File: src/rtl/mem_resp_pkg.sv
// Shared types and constants for the multi-cycle memory responder.
package mem_resp_pkg;
  typedef enum logic [1:0] {IDLE, WAIT, RESP} state_t;

  localparam int WAIT_W = 4;

  function automatic int lanes(input int dw);
    return dw / 8;
  endfunction
endpackage

File: src/rtl/mem_responder_if.sv
// Request/acknowledge bus between the CPU memory port and the responder.
// The be lanes exist only when MEM_RESP_BYTE_MASK_EN is defined.
interface mem_responder_if import mem_resp_pkg::*; #(
  parameter int ADDR_W = 6,
  parameter int DATA_W = 32
);
  logic              req;
  logic              we;
  logic [ADDR_W-1:0] addr;
  logic [DATA_W-1:0] wdata;
`ifdef MEM_RESP_BYTE_MASK_EN
  logic [lanes(DATA_W)-1:0] be;
`endif
  logic              ack;
  logic [DATA_W-1:0] rdata;
  logic              busy;

`ifdef MEM_RESP_BYTE_MASK_EN
  modport master (output req, we, addr, wdata, be, input ack, rdata, busy);
  modport slave  (input req, we, addr, wdata, be, output ack, rdata, busy);
`else
  modport master (output req, we, addr, wdata, input ack, rdata, busy);
  modport slave  (input req, we, addr, wdata, output ack, rdata, busy);
`endif
endinterface

File: src/rtl/mem_resp_array.sv
// Word-addressed storage: one write port, one registered read port, no reset.
// Per-lane write enables when MEM_RESP_BYTE_MASK_EN is defined.
module mem_resp_array import mem_resp_pkg::*; #(
  parameter int ADDR_W = 6,
  parameter int DATA_W = 32
) (
  input  logic                     clk,
  input  logic                     we,
  input  logic                     re,
  input  logic [ADDR_W-1:0]        addr,
  input  logic [DATA_W-1:0]        wdata,
`ifdef MEM_RESP_BYTE_MASK_EN
  input  logic [lanes(DATA_W)-1:0] be,
`endif
  output logic [DATA_W-1:0]        rdata
);
  localparam int LANES = lanes(DATA_W);

  logic [DATA_W-1:0] mem [0:(1<<ADDR_W)-1];

  always_ff @(posedge clk) begin
`ifdef MEM_RESP_BYTE_MASK_EN
    for (int i = 0; i < LANES; i++)
      if (we && be[i]) mem[addr][i*8 +: 8] <= wdata[i*8 +: 8];
`else
    if (we) mem[addr] <= wdata;
`endif
    if (re) rdata <= mem[addr];
  end
endmodule

File: src/rtl/mem_responder.sv
// Multi-cycle memory slave: capture request, count WAIT_CYCLES, access, pulse ack.
// Optional byte-lane write masking via MEM_RESP_BYTE_MASK_EN.
module mem_responder import mem_resp_pkg::*; #(
  parameter int ADDR_W      = 6,
  parameter int DATA_W      = 32,
  parameter int WAIT_CYCLES = 2
) (
  input  logic           clk,
  input  logic           rst_n,
  mem_responder_if.slave bus
);
  localparam int LANES = lanes(DATA_W);

  typedef struct packed {
    logic              we;
    logic [ADDR_W-1:0] addr;
    logic [DATA_W-1:0] wdata;
`ifdef MEM_RESP_BYTE_MASK_EN
    logic [LANES-1:0]  be;
`endif
  } req_t;

  state_t            state, nxt;
  logic [WAIT_W-1:0] cnt;
  req_t              cap;
  logic              ack_q, busy_q, rd_seen, done;
  logic [DATA_W-1:0] arr_rdata;

  assign done = (state == WAIT) && (cnt == '0);

  always_ff @(posedge clk or negedge rst_n)
    if (!rst_n) state <= IDLE;
    else        state <= nxt;

  always_comb begin
    nxt = state;
    case (state)
      IDLE:    if (bus.req) nxt = WAIT;
      WAIT:    if (cnt == '0) nxt = RESP;
      RESP:    nxt = IDLE;
      default: nxt = IDLE;
    endcase
  end

  always_ff @(posedge clk or negedge rst_n) begin
    if (!rst_n) begin
      cnt     <= '0;
      cap     <= '0;
      ack_q   <= 1'b0;
      busy_q  <= 1'b0;
      rd_seen <= 1'b0;
    end else begin
      ack_q  <= done;
      busy_q <= (nxt != IDLE);
      if (state == IDLE && bus.req) begin
        cap.we    <= bus.we;
        cap.addr  <= bus.addr;
        cap.wdata <= bus.wdata;
`ifdef MEM_RESP_BYTE_MASK_EN
        cap.be    <= bus.be;
`endif
        cnt       <= WAIT_W'(WAIT_CYCLES);
      end else if (state == WAIT && cnt != '0) begin
        cnt <= cnt - 1'b1;
      end
      if (done && !cap.we) rd_seen <= 1'b1;
    end
  end

  // The array's read register has no reset; rd_seen masks it to zero until
  // the first read completes (and again after any reset).
  assign bus.ack   = ack_q;
  assign bus.busy  = busy_q;
  assign bus.rdata = rd_seen ? arr_rdata : '0;

  mem_resp_array #(.ADDR_W(ADDR_W), .DATA_W(DATA_W)) u_array (
    .clk   (clk),
    .we    (done && cap.we),
    .re    (done && !cap.we),
    .addr  (cap.addr),
    .wdata (cap.wdata),
`ifdef MEM_RESP_BYTE_MASK_EN
    .be    (cap.be),
`endif
    .rdata (arr_rdata)
  );
endmodule

File: src/flat_wrapper.sv
// flat-port wrapper written by rule: the top's interface ports become plain ports
module mem_responder_flat import mem_resp_pkg::*;
#(
  parameter int ADDR_W      = 6,
  parameter int DATA_W      = 32,
  parameter int WAIT_CYCLES = 2
)
  (clk, rst_n, bus_req, bus_we, bus_addr, bus_wdata, bus_ack, bus_rdata, bus_busy);
  mem_responder_if #(.ADDR_W(ADDR_W), .DATA_W(DATA_W)) bus_i ();
  input  logic clk;
  input  logic rst_n;
  input wire logic [$bits(bus_i.req)-1:0] bus_req;
  input wire logic [$bits(bus_i.we)-1:0] bus_we;
  input wire logic [$bits(bus_i.addr)-1:0] bus_addr;
  input wire logic [$bits(bus_i.wdata)-1:0] bus_wdata;
  output wire logic [$bits(bus_i.ack)-1:0] bus_ack;
  output wire logic [$bits(bus_i.rdata)-1:0] bus_rdata;
  output wire logic [$bits(bus_i.busy)-1:0] bus_busy;
  assign bus_i.req = bus_req;
  assign bus_i.we = bus_we;
  assign bus_i.addr = bus_addr;
  assign bus_i.wdata = bus_wdata;
  assign bus_ack = bus_i.ack;
  assign bus_rdata = bus_i.rdata;
  assign bus_busy = bus_i.busy;
  mem_responder #(.ADDR_W(ADDR_W), .DATA_W(DATA_W), .WAIT_CYCLES(WAIT_CYCLES)) u_core (.clk(clk), .rst_n(rst_n), .bus(bus_i));
endmodule
File: config.mk
export PLATFORM = sky130hd
export DESIGN_NAME = mem_responder_flat
export DESIGN_NICKNAME = d
export VERILOG_FILES = /design/src/rtl/mem_resp_pkg.sv /design/src/rtl/mem_responder_if.sv /design/src/rtl/mem_resp_array.sv /design/src/rtl/mem_responder.sv /design/src/flat_wrapper.sv
export SDC_FILE = /design/constraint.sdc
export NUM_CORES = 2
export LEC_CHECK = 0
export CAP_MARGIN = 5
export CORE_MARGIN = 8
export CORE_UTILIZATION = 55
export DETAILED_ROUTE_END_ITERATION = 8
export PLACE_DENSITY = 0.74
export SLEW_MARGIN = 0
export SYNTH_ARGS = -nofsm -noshare
export SYNTH_HDL_FRONTEND = slang
export SYNTH_SLANG_ARGS = --single-unit
File: constraint.sdc
create_clock -name clk -period 3.8 [get_ports clk]
set_input_delay 0.76 -clock clk [delete_from_list [all_inputs] [get_ports clk]]
set_output_delay 0.76 -clock clk [all_outputs]
set_load 0.005 [all_outputs]
==> results.json <==
{
  "avgRoutedWirePerCell_um": 32.5,
  "grt_antenna_before_repair": 5,
  "r2r_setup_slack_ns": 0.08,
  "pre_cts_ws_ns": 0.0244,
  "crit_buf_inv": 2,
  "critPathTopFamily": "simple AND/OR/NAND/NOR gates",
  "status": "completed",
  "synthCells": 4700,
  "track_usage": 0.276,
  "tightest_slew_ns": 1.29,
  "die_w_um": 404,
  "skew_ns": 0.0343,
  "vias_per_cell": 6.84,
  "ys_seq_area_frac": 0.768,
  "crit_arrival_ns": 4.25,
  "cts.sinks": 2128,
  "cts_buffers": 197,
  "drc": 0,
  "cp-end-kind": "register",
  "clk_pin_slew_worst_paths_ns": 0.06,
  "syn_area_per_cell_um2": 17.6,
  "fp.dieH_um": 404,
  "leakagePower_uw": 0.0301,
  "synth_top_area_share": 0.754,
  "ant_nets": 0,
  "startpoint_type": "register",
  "crit_top_cell": "buf_4",
  "cp_max_fo": 23,
  "dr.first_iter.drc_count": 7713,
  "grt_pass1_vias": 47500,
  "overflow": 0,
  "syn_nets": 4744,
  "first_pass_iters": 6,
  "ys_types": 68,
  "synthFlopType": "edfxtp_1",
  "critical_path.cell_chain": "buf_4, nor2b_4, buf_4, a22oi_1, and3_1, a2111oi_0, nand4_1",
  "drv_cap": 0,
  "crit_slowest_cell": "a2111oi_0",
  "timing.rr.start": "u_core.cap[33]",
  "clk_path_buf_depth": 3,
  "insertion_delay_ns": 0.83,
  "ys_ff_latch": 2128,
  "num_vias": 48800,
  "setup_viol": 0,
  "cts_hold_buf": 0,
  "timing.final.hold_violations": 0,
  "fp-row-count": 142,
  "total_power_uw": 73400,
  "seq_area_um2": 63700,
  "dpl.hpwl_um": 139000,
  "fin_hold_ws_ns": 0.0367,
  "post_dp_cell_area_um2": 88300,
  "pin_count": 76,
  "drive_above_1_share": 0.188,
  "start_util": 0.553,
  "rr_endpoint": "u_core.u_array.rdata[29]",
  "nets": 4987,
  "final_cell_mix": "edfxtp_1, buf_4, a22oi_1, mux2i_1, clkbuf_16",
  "htreeDepth": 4,
  "final_common_cell": "edfxtp_1",
  "fin_tns_setup_ns": 0,
  "min_period_ns": 3.72,
  "wl_um": 231000,
  "yosys.area.top_type": "edfxtp_1",
  "multi_input_area_um2": 18000,
  "fillers": 10100,
  "ys_async_sr_fraction": 0.0226,
  "slowest_delay_ns": 0.76,
  "finalWeightedCongestion": 0.870,
  "tritoncts": "yes",
  "synth_edf_count": 2080,
  "worst_slack_ns": 0.0763,
  "irDropWorstVdd_uv": 562,
  "rsz0062_at_grt": "no",
  "finalCritPeriodShare": 0.980,
  "path_class": "register to register",
  "r2r_cells": 7,
  "cp_data_required_time_ns": 4.33,
  "coreArea_um2": 150000,
  "final_area_um2": 94500,
  "synthToLayoutAreaGrowth_pct": 14.1,
  "grt_max_degree": 120,
  "slew_viol_final": 0,
  "grt_pass1_wl_um": 330000,
  "hold_path.class": "input port to async pin",
  "ys.warnings.count": 0,
  "die_area_um2": 163000,
  "port_buffers": 75,
  "p_per_area_nw_per_um2": 777,
  "max_clock_freq_ghz": 0.269,
  "maxSlewHeadroom": 0.141,
  "syn-cell-area_um2": 82800,
  "synthTopCellsByArea": "edfxtp_1, mux2i_1, a22oi_1",
  "clock-root-buffer": "clkbuf_16"
}
-- routing by layer --
metal | GRT usage | part of all wire | vias up
met2 | 0.429 | 0.46 | 3693
met3 | 0.0656 | 0.13 | 644
met1 | 0.367 | 0.36 | 24600
li1 | - | - | 19800
met4 | 0.139 | 0.057 | 6
met5 | 0 | 0.00018 | -
-- cell families (layout without fill, tap and decap cells) --
group	count (synthesis)	after routing	synth area share
flops	2128	2128	0.768
compound gates	1084	1084	0.0961
simple gates	675	675	0.0486
mux	436	436	0.0646
buf+inv	372	781	0.0217
xor+xnor	3	3	0.000317
fa+ha+maj	2	2	0.000302
other cells	0	4	0
-- area by class of cell --
type | instances | share of cell area
Antenna cell | 4 | 0.000106
Clock buffer | 250 | 0.0564
Clock inverter | 115 | 0.00941
Inverter | 6 | 0.000331
Multi-Input combinational cell | 2200 | 0.190
Sequential cell | 2128 | 0.674
Tap cell | 2016 | 0.0267
Timing Repair Buffer | 410 | 0.0427
-- Yosys cell counts (all sizes together), types with 18 or more instances --
library cell	number
edfxtp	2080
a22oi	260
mux2i	234
a221oi	187
buf	184
clkbuf	182
a21oi	145
mux2	141
o22ai	137
nor2	128
o21ai	95
nand3b	91
mux4	61
nand2	61
nor3b	61
nand2b	60
and3	57
and2	54
dfrtp	48
a221o	39
nand3	38
or3b	36
a211oi	31
a21o	25
nor3	21
nand4	18
o22a	18
-- per-stage QoR --
step / cells / utilization
finish: 7129 / 0.631
global route: 7125 / 0.631
CTS: 7124 / 0.631
detailed placement: 6759 / 0.589
global placement: 6759 / 0.589
floorplan: 4700 / -
-- sequential cells by signal, indices dropped and copies added (netlist names) --
name                  flops
u_core.bus.busy           1
u_core.u_array.mem     2048
u_core.state              2
u_core.cap               39
u_core.bus.ack            1
u_core.cnt                4
u_core.rd_seen            1
u_core.u_array.rdata     32
-- where the power goes --
part           switching [uW]  internal, uW  total, uW
registers                2950         29800      32800
clock network            8430         10600      19100
logic                   13900          7680      21500
-- worst register-to-register path, delay by kind of cell, from the launching register on --
| family | cells | cell delay [ns] |
|---|---|---|
| flops | 1 | 0.67 |
| simple gates | 3 | 1.06 |
| compound gates | 2 | 0.89 |
| buf+inv | 2 | 0.79 |
-- how the worst max path moves through the flow --
stage,startpoint,to,slack [ns],cells after the start
6_report,u_core.cap[33],u_core.u_array.rdata[29],0.08,7
5_1_grt,u_core.cap[32],u_core.u_array.rdata[21],0.11,9
4_1_cts,u_core.cap[34],u_core.u_array.rdata[25],0.03,9
3_5_place_dp,u_core.cap[34],u_core.u_array.rdata[25],0.02,9
3_3_place_gp,u_core.cap[32],u_core.u_array.rdata[25],0.06,9
2_1_floorplan,u_core.cnt[0],u_core.u_array.rdata[0],0.01,4
-- what timing repair did --
item                                   4_1_cts  5_1_grt
setup endpoints to repair                    0        1
setup buffers                                0        0
endpoints found under the hold margin        0        0
gates resized for setup                      0        1
No activity file was read; power rests on OpenSTA's default activity.
